File: src/rtl/bit_select_sequential.sv
// Sequential select unit: finds the bit position of the k-th set bit, one nibble per enabled cycle.
// Optional macro EARLY_EXIT_EN: finish on the nibble holding the k-th one instead of a fixed N cycles.
module bit_select_sequential #(
    parameter int unsigned DATA_WIDTH = 32
) (
    input  logic                          clk_i,
    input  logic                          rst_n_i,
    input  logic                          clk_en_i,
    input  logic [DATA_WIDTH-1:0]         operand_i,
    input  logic [$clog2(DATA_WIDTH)-1:0] rank_i,
    input  logic                          data_valid_i,
    output logic                          data_valid_o,
    output logic                          idle_o,
    output logic                          found_o,
    output logic [$clog2(DATA_WIDTH)-1:0] position_o
);

    localparam int unsigned PW = $clog2(DATA_WIDTH);
    localparam int unsigned RW = PW;
    localparam int unsigned N  = DATA_WIDTH / 4;
    localparam int unsigned NW = PW - 2;

    typedef enum logic {
        IDLE = 1'b0,
        SCAN = 1'b1
    } state_e;

    state_e                state_q, state_d;
    logic [DATA_WIDTH-1:0] data_q, data_d;
    logic [RW-1:0]         rank_q, rank_d;
    logic [NW-1:0]         nib_q, nib_d;
    logic                  found_q, found_d;
    logic [PW-1:0]         pos_q, pos_d;
    logic                  valid_q, valid_d;
`ifndef EARLY_EXIT_EN
    logic                  hit_q, hit_d;
    logic [PW-1:0]         hit_pos_q, hit_pos_d;
`endif

    logic [2:0]    nib_cnt;
    logic          nib_hit;
    logic          nib_last;
    logic [PW-1:0] nib_pos;

    function automatic logic [2:0] popcnt4(input logic [3:0] nib);
        return 3'(nib[0]) + 3'(nib[1]) + 3'(nib[2]) + 3'(nib[3]);
    endfunction

    // Index (LSB first) of the r-th one inside a nibble; only meaningful when r < popcount.
    function automatic logic [1:0] sel_in_nibble(input logic [3:0] nib, input logic [1:0] r);
        logic [2:0] seen;
        logic [1:0] idx;
        seen = '0;
        idx  = '0;
        for (int i = 0; i < 4; i++) begin
            if (nib[i]) begin
                if (seen == 3'(r)) idx = 2'(i);
                seen = seen + 3'd1;
            end
        end
        return idx;
    endfunction

    assign nib_cnt  = popcnt4(data_q[3:0]);
    assign nib_hit  = RW'(nib_cnt) > rank_q;
    assign nib_last = (nib_q == NW'(N - 1));
    assign nib_pos  = PW'({nib_q, sel_in_nibble(data_q[3:0], rank_q[1:0])});

    // Next-state and result logic
    always_comb begin
        state_d   = state_q;
        data_d    = data_q;
        rank_d    = rank_q;
        nib_d     = nib_q;
        found_d   = found_q;
        pos_d     = pos_q;
        valid_d   = 1'b0;
`ifndef EARLY_EXIT_EN
        hit_d     = hit_q;
        hit_pos_d = hit_pos_q;
`endif
        unique case (state_q)
            IDLE: begin
                if (data_valid_i) begin
                    state_d   = SCAN;
                    data_d    = operand_i;
                    rank_d    = rank_i;
                    nib_d     = '0;
`ifndef EARLY_EXIT_EN
                    hit_d     = 1'b0;
                    hit_pos_d = '0;
`endif
                end
            end
            SCAN: begin
                data_d = data_q >> 4;
                nib_d  = nib_q + NW'(1);
                if (!nib_hit) rank_d = rank_q - RW'(nib_cnt);
`ifdef EARLY_EXIT_EN
                if (nib_hit || nib_last) begin
                    state_d = IDLE;
                    valid_d = 1'b1;
                    found_d = nib_hit;
                    pos_d   = nib_hit ? nib_pos : '0;
                end
`else
                // Keep only the first hit; later nibbles are still walked for constant latency.
                if (nib_hit && !hit_q) begin
                    hit_d     = 1'b1;
                    hit_pos_d = nib_pos;
                end
                if (nib_last) begin
                    state_d = IDLE;
                    valid_d = 1'b1;
                    found_d = hit_q || nib_hit;
                    pos_d   = hit_q ? hit_pos_q : (nib_hit ? nib_pos : '0);
                end
`endif
            end
            default: state_d = IDLE;
        endcase
    end

    always_ff @(posedge clk_i or negedge rst_n_i) begin
        if (!rst_n_i) begin
            state_q   <= IDLE;
            data_q    <= '0;
            rank_q    <= '0;
            nib_q     <= '0;
            found_q   <= 1'b0;
            pos_q     <= '0;
            valid_q   <= 1'b0;
`ifndef EARLY_EXIT_EN
            hit_q     <= 1'b0;
            hit_pos_q <= '0;
`endif
        end else if (clk_en_i) begin
            state_q   <= state_d;
            data_q    <= data_d;
            rank_q    <= rank_d;
            nib_q     <= nib_d;
            found_q   <= found_d;
            pos_q     <= pos_d;
            valid_q   <= valid_d;
`ifndef EARLY_EXIT_EN
            hit_q     <= hit_d;
            hit_pos_q <= hit_pos_d;
`endif
        end
    end

    assign idle_o       = (state_q == IDLE);
    assign data_valid_o = valid_q;
    assign found_o      = found_q;
    assign position_o   = pos_q;

endmodule
File: config.mk
export PLATFORM = sky130hd
export DESIGN_NAME = bit_select_sequential
export DESIGN_NICKNAME = d
export VERILOG_FILES = /design/src/rtl/bit_select_sequential.sv
export SDC_FILE = /design/constraint.sdc
export NUM_CORES = 1
export LEC_CHECK = 0
export CAP_MARGIN = 20
export CORE_MARGIN = 2
export CORE_UTILIZATION = 48
export CTS_BUF_LIST = sky130_fd_sc_hd__clkbuf_16
export CTS_CLUSTER_DIAMETER = 150
export DETAILED_ROUTE_END_ITERATION = 10
export MAX_ROUTING_LAYER = met4
export PLACE_DENSITY = 0.76
export REMOVE_ABC_BUFFERS = 1
export SLEW_MARGIN = 30
export SYNTH_ARGS = -nofsm -noshare
export SYNTH_HDL_FRONTEND = slang
export SYNTH_SLANG_ARGS = --single-unit
File: constraint.sdc
create_clock -name clk_i -period 2.71 [get_ports clk_i]
set_input_delay 0.6775 -clock clk_i [delete_from_list [all_inputs] [get_ports clk_i]]
set_output_delay 0.6775 -clock clk_i [all_outputs]
set_load 0.03 [all_outputs]
==> metrics.log <==
[metrics] outcome: finished, violations left
[metrics] violations in the final reports: negative setup slack
[metrics] fraction of power spent switching nets: 38.2%
[metrics] initial antenna violation count: 0
[metrics] launch instance of the worst register-to-register path: data_q[0]
[metrics] # nets final: 393
[metrics] Register-to-Register Setup Slack: -40 ps
[metrics] total power divided by cell area: 1090 mW/mm2
[metrics] total routing usage reported by global routing: 21.0%
[metrics] ports placed on the boundary: 49
[metrics] drt via density: 5.59
[metrics] vias: 2330
[metrics] termination of the worst setup path: rank_q[3]
[metrics] non-filler cells, final: 417
[metrics] worst hold margin: 386 ps
[metrics] sequential cell area: 0.00135 mm2
[metrics] final clock period utilization by the worst path: 101%
[metrics] part of the total power dissipated in sequential elements: 33.6%
[metrics] unrepaired setup endpoints after global routing: true
[metrics] DR DRC count: 0
[metrics] number of cell rows: 28
[metrics] final-report hold violation count: 0
[metrics] WL/cell: 15.0 um
[metrics] maximum clock skew at final layout: 2.71 ps
[metrics] clock buffer count from CTS: 5
[metrics] Fmax achieved: 364 MHz
[metrics] Port Buffer Count: 48
[metrics] largest cells by area after synthesis: sky130_fd_sc_hd__dfrtp_1, sky130_fd_sc_hd__mux2i_1, sky130_fd_sc_hd__o21ai_0, sky130_fd_sc_hd__nand2_1, sky130_fd_sc_hd__ha_1
[metrics] Internal: 2.52 mW
[metrics] Power, Total: 4.07 mW
[metrics] number of global-route vias before repair: 2244
[metrics] number of clock sinks: 54
[metrics] Leakage: 1.75 nW
[metrics] grt total ovfl: 0
[metrics] part of the power in combinational logic: 48.3%
[metrics] max cap viols: 0
[metrics] number of flops mapped to enable cells by yosys: 0
[metrics] hold buffers post-CTS: 0
[metrics] global-route wire length before repair: 10500 um
[metrics] CP Launch Point: data_q[0]
[metrics] fraction of synthesis flops using an asynchronous set or reset pin: 100%
[metrics] CP Max Fanout: 3
[metrics] primary flip-flop cell chosen by synthesis mapping: sky130_fd_sc_hd__dfrtp_1
[metrics] area of the die: 0.00660 mm2
[metrics] setup slack of the critical path after layout: -35.4 ps
[metrics] Yosys top cell area share: 47.2%
[metrics] reported net switching power: 1.55 mW
[metrics] depth of the CTS H-tree: 2
[metrics] endpoint required time on the critical path: 2890 ps
[metrics] Die Span X: 81.2 um
[metrics] Starting DRT DRC Count: 168
[metrics] DRT Pass-1 Iters: 4
[metrics] proportion of layout cells with a drive suffix above 1: 12.0%
[metrics] buffer levels on the longest clock path: 2
[metrics] antenna-violating nets left: 0
[metrics] register bit total from synthesis: 54
[metrics] count of different cell masters after synthesis: 41
[metrics] class of the most critical hold timing path: in2async
[metrics] total length of routed wires: 6250 um
[metrics] Setup Total Neg Slack: -35.4 ps
[metrics] post-CTS clock slew at the launch and capture registers of the worst setup and hold paths: 70 ps
[metrics] Clock power frac: 18.1%
[metrics] cell accounting for the most synthesized area: sky130_fd_sc_hd__dfrtp_1
[metrics] Slew Limit Fails: 0
[metrics] fill cell instance count of the final layout: 455
[metrics] clock latency reported for the late side of the worst-skew pair: 290 ps
[metrics] worst path arrival time: 2920 ps
[metrics] slew at the pin with the worst max-slew slack: 724 ps
[metrics] largest net degree at the start of global routing: 57
[metrics] area taken by multi-input logic gates: 0.00146 mm2
[metrics] Post-Place Worst Slack: -49.8 ps
[metrics] die height: 81.2 um
[metrics] placed cells: 408
[metrics] headroom to the max-slew limit: 51.8%
[metrics] total of warnings raised by yosys: 0
[metrics] worst r2r path cells: 10
[metrics] clock root buffer master: sky130_fd_sc_hd__clkbuf_16
[metrics] average cell area after synthesis: 9.77 um2
[metrics] number of buffers added for setup after CTS: 0
[metrics] time the worst path needs with I/O delays and setup: 2750 ps
[metrics] # diodes: 0
[metrics] area of the mapped netlist: 0.00286 mm2
[metrics] share of synthesized area occupied by flip-flops and latches: 47.2%
[metrics] global placement routability congestion: 0.838
[metrics] kind of launch point of the worst setup path: flip-flop
[metrics] floorplan core area: 0.00585 mm2
[metrics] type of the setup path with the least slack: reg2reg
[metrics] detailed placement HPWL: 4230 um
[metrics] element type at the critical path end: flip-flop
[metrics] endpoint of the most critical register-to-register path: rank_q[3]
[metrics] number of standard cells after synthesis: 293
[metrics] Setup violations, final: 1
[metrics] starting density of the core: 49.0%
[metrics] clock tree from TritonCTS: done
[metrics] maximum VDD drop: 582 uV
[metrics] P&R area growth vs syn: 30.3%
state kept, by name, summed over array words and instances (netlist names):
register      flops
state_q           1
data_q           32
data_valid_o      1
hit_q             1
found_o           1
rank_q            5
nib_q             3
hit_pos_q         5
position_o        5
cell type report:
class,instances,share of cell area (%)
Tap cell,75,2.52
Inverter,15,1.58
Clock inverter,3,1.17
Multi-Input combinational cell,203,39.0
Clock buffer,5,3.35
Sequential cell,54,36.3
Timing Repair Buffer,62,16.1
worst min path at each step:
stage / startpoint / endpoint / cells after the start
after floorplan: rst_n_i / data_q[0] / 0
after global placement: found_o / found_o / 2
after detailed placement: found_o / found_o / 2
after CTS: rst_n_i / rank_q[0] / 1
after global routing: rst_n_i / rank_q[0] / 1
final: rst_n_i / position_o[4] / 1
kinds of logic after synthesis:
group | count (synthesis) | synth area share [%]
AOI/OAI and AO/OA | 79 | 17.5
and+or+nand+nor | 77 | 12.2
DFF | 54 | 47.2
buffers and inverters | 36 | 5.42
muxes | 31 | 10.8
adders and majority gates | 11 | 5.33
xor gates and xnor gates | 5 | 1.53
synthesized netlist by cell type, types with 2 or more instances:
| library cell | instances |
|---|---|
| sky130_fd_sc_hd__a21oi_1 | 5 |
| sky130_fd_sc_hd__nand2_1 | 45 |
| sky130_fd_sc_hd__nand3_1 | 9 |
| sky130_fd_sc_hd__inv_1 | 15 |
| sky130_fd_sc_hd__mux2i_1 | 31 |
| sky130_fd_sc_hd__nand4_1 | 2 |
| sky130_fd_sc_hd__a221o_1 | 4 |
| sky130_fd_sc_hd__o21a_1 | 2 |
| sky130_fd_sc_hd__and3_1 | 3 |
| sky130_fd_sc_hd__o22ai_1 | 5 |
| sky130_fd_sc_hd__nor2_1 | 6 |
| sky130_fd_sc_hd__ha_1 | 9 |
| sky130_fd_sc_hd__a32o_1 | 2 |
| sky130_fd_sc_hd__fa_1 | 2 |
| sky130_fd_sc_hd__a22oi_1 | 5 |
| sky130_fd_sc_hd__xnor2_1 | 4 |
| sky130_fd_sc_hd__or3_1 | 3 |
| sky130_fd_sc_hd__a2bb2oi_1 | 5 |
| sky130_fd_sc_hd__nor4_1 | 2 |
| sky130_fd_sc_hd__clkbuf_1 | 10 |
| sky130_fd_sc_hd__buf_2 | 10 |
| sky130_fd_sc_hd__dfrtp_1 | 54 |
| sky130_fd_sc_hd__o21ai_0 | 42 |
timing repair:
action / CTS / global route
gates cloned: 1 / 0
gates resized for setup: 10 / 18
pin swaps: 7 / 11
endpoints found under the setup margin: 8 / 16
critical path, stage by stage (launching register included):
cell	delay, ps
sky130_fd_sc_hd__dfrtp_1	400
sky130_fd_sc_hd__fa_1	490
sky130_fd_sc_hd__ha_2	200
sky130_fd_sc_hd__ha_4	280
sky130_fd_sc_hd__inv_4	30
sky130_fd_sc_hd__ha_4	200
sky130_fd_sc_hd__nor2b_4	130
sky130_fd_sc_hd__o21a_4	220
sky130_fd_sc_hd__o21ai_0	260
sky130_fd_sc_hd__a21oi_1	140
sky130_fd_sc_hd__a221o_1	270
metal layers:
layer / track usage [%] / wire length, um / up-vias
met4: 5.59 / 90 / 0
met2: 34.5 / 3120 / 71
met3: 4.33 / 308 / 10
met5: - / 0 / -
li1: - / - / 1133
met1: 26.5 / 2740 / 1116
metrics by stage:
step	util, %	instance area [um2]
2_1_floorplan	-	2770
3_3_place_gp	59.1	3460
3_5_place_dp	59.1	3460
4_1_cts	62.9	3680
5_1_grt	63.8	3730
6_report	63.8	3730
layout by cell type (no fill, tap or decap), types with 3 or more instances in the layout:
cell type	count
sky130_fd_sc_hd__nor2_1	6
sky130_fd_sc_hd__o21ai_0	35
sky130_fd_sc_hd__o21ai_1	6
sky130_fd_sc_hd__or3_1	3
sky130_fd_sc_hd__xnor2_1	4
sky130_fd_sc_hd__mux2i_1	31
sky130_fd_sc_hd__nand3_1	8
sky130_fd_sc_hd__a2bb2oi_1	4
sky130_fd_sc_hd__and3_1	3
sky130_fd_sc_hd__a22oi_1	4
sky130_fd_sc_hd__a221o_1	4
sky130_fd_sc_hd__buf_4	11
sky130_fd_sc_hd__dfrtp_1	53
sky130_fd_sc_hd__a21oi_1	5
sky130_fd_sc_hd__clkdlybuf4s50_1	47
sky130_fd_sc_hd__nand2_1	45
sky130_fd_sc_hd__o22ai_1	5
sky130_fd_sc_hd__clkbuf_16	5
sky130_fd_sc_hd__inv_1	14
sky130_fd_sc_hd__ha_1	6
power groups by stage:
stage	clock network (mW)	registers [mW]	logic, mW
after global routing	0.780	1.41	2.19
after CTS	0.742	1.37	1.86
final	0.736	1.37	1.96
after floorplan	0	1.48	1.08
after global placement	0	1.35	1.69
after detailed placement	0	1.38	1.75
No activity file was read; power rests on OpenSTA's default activity.
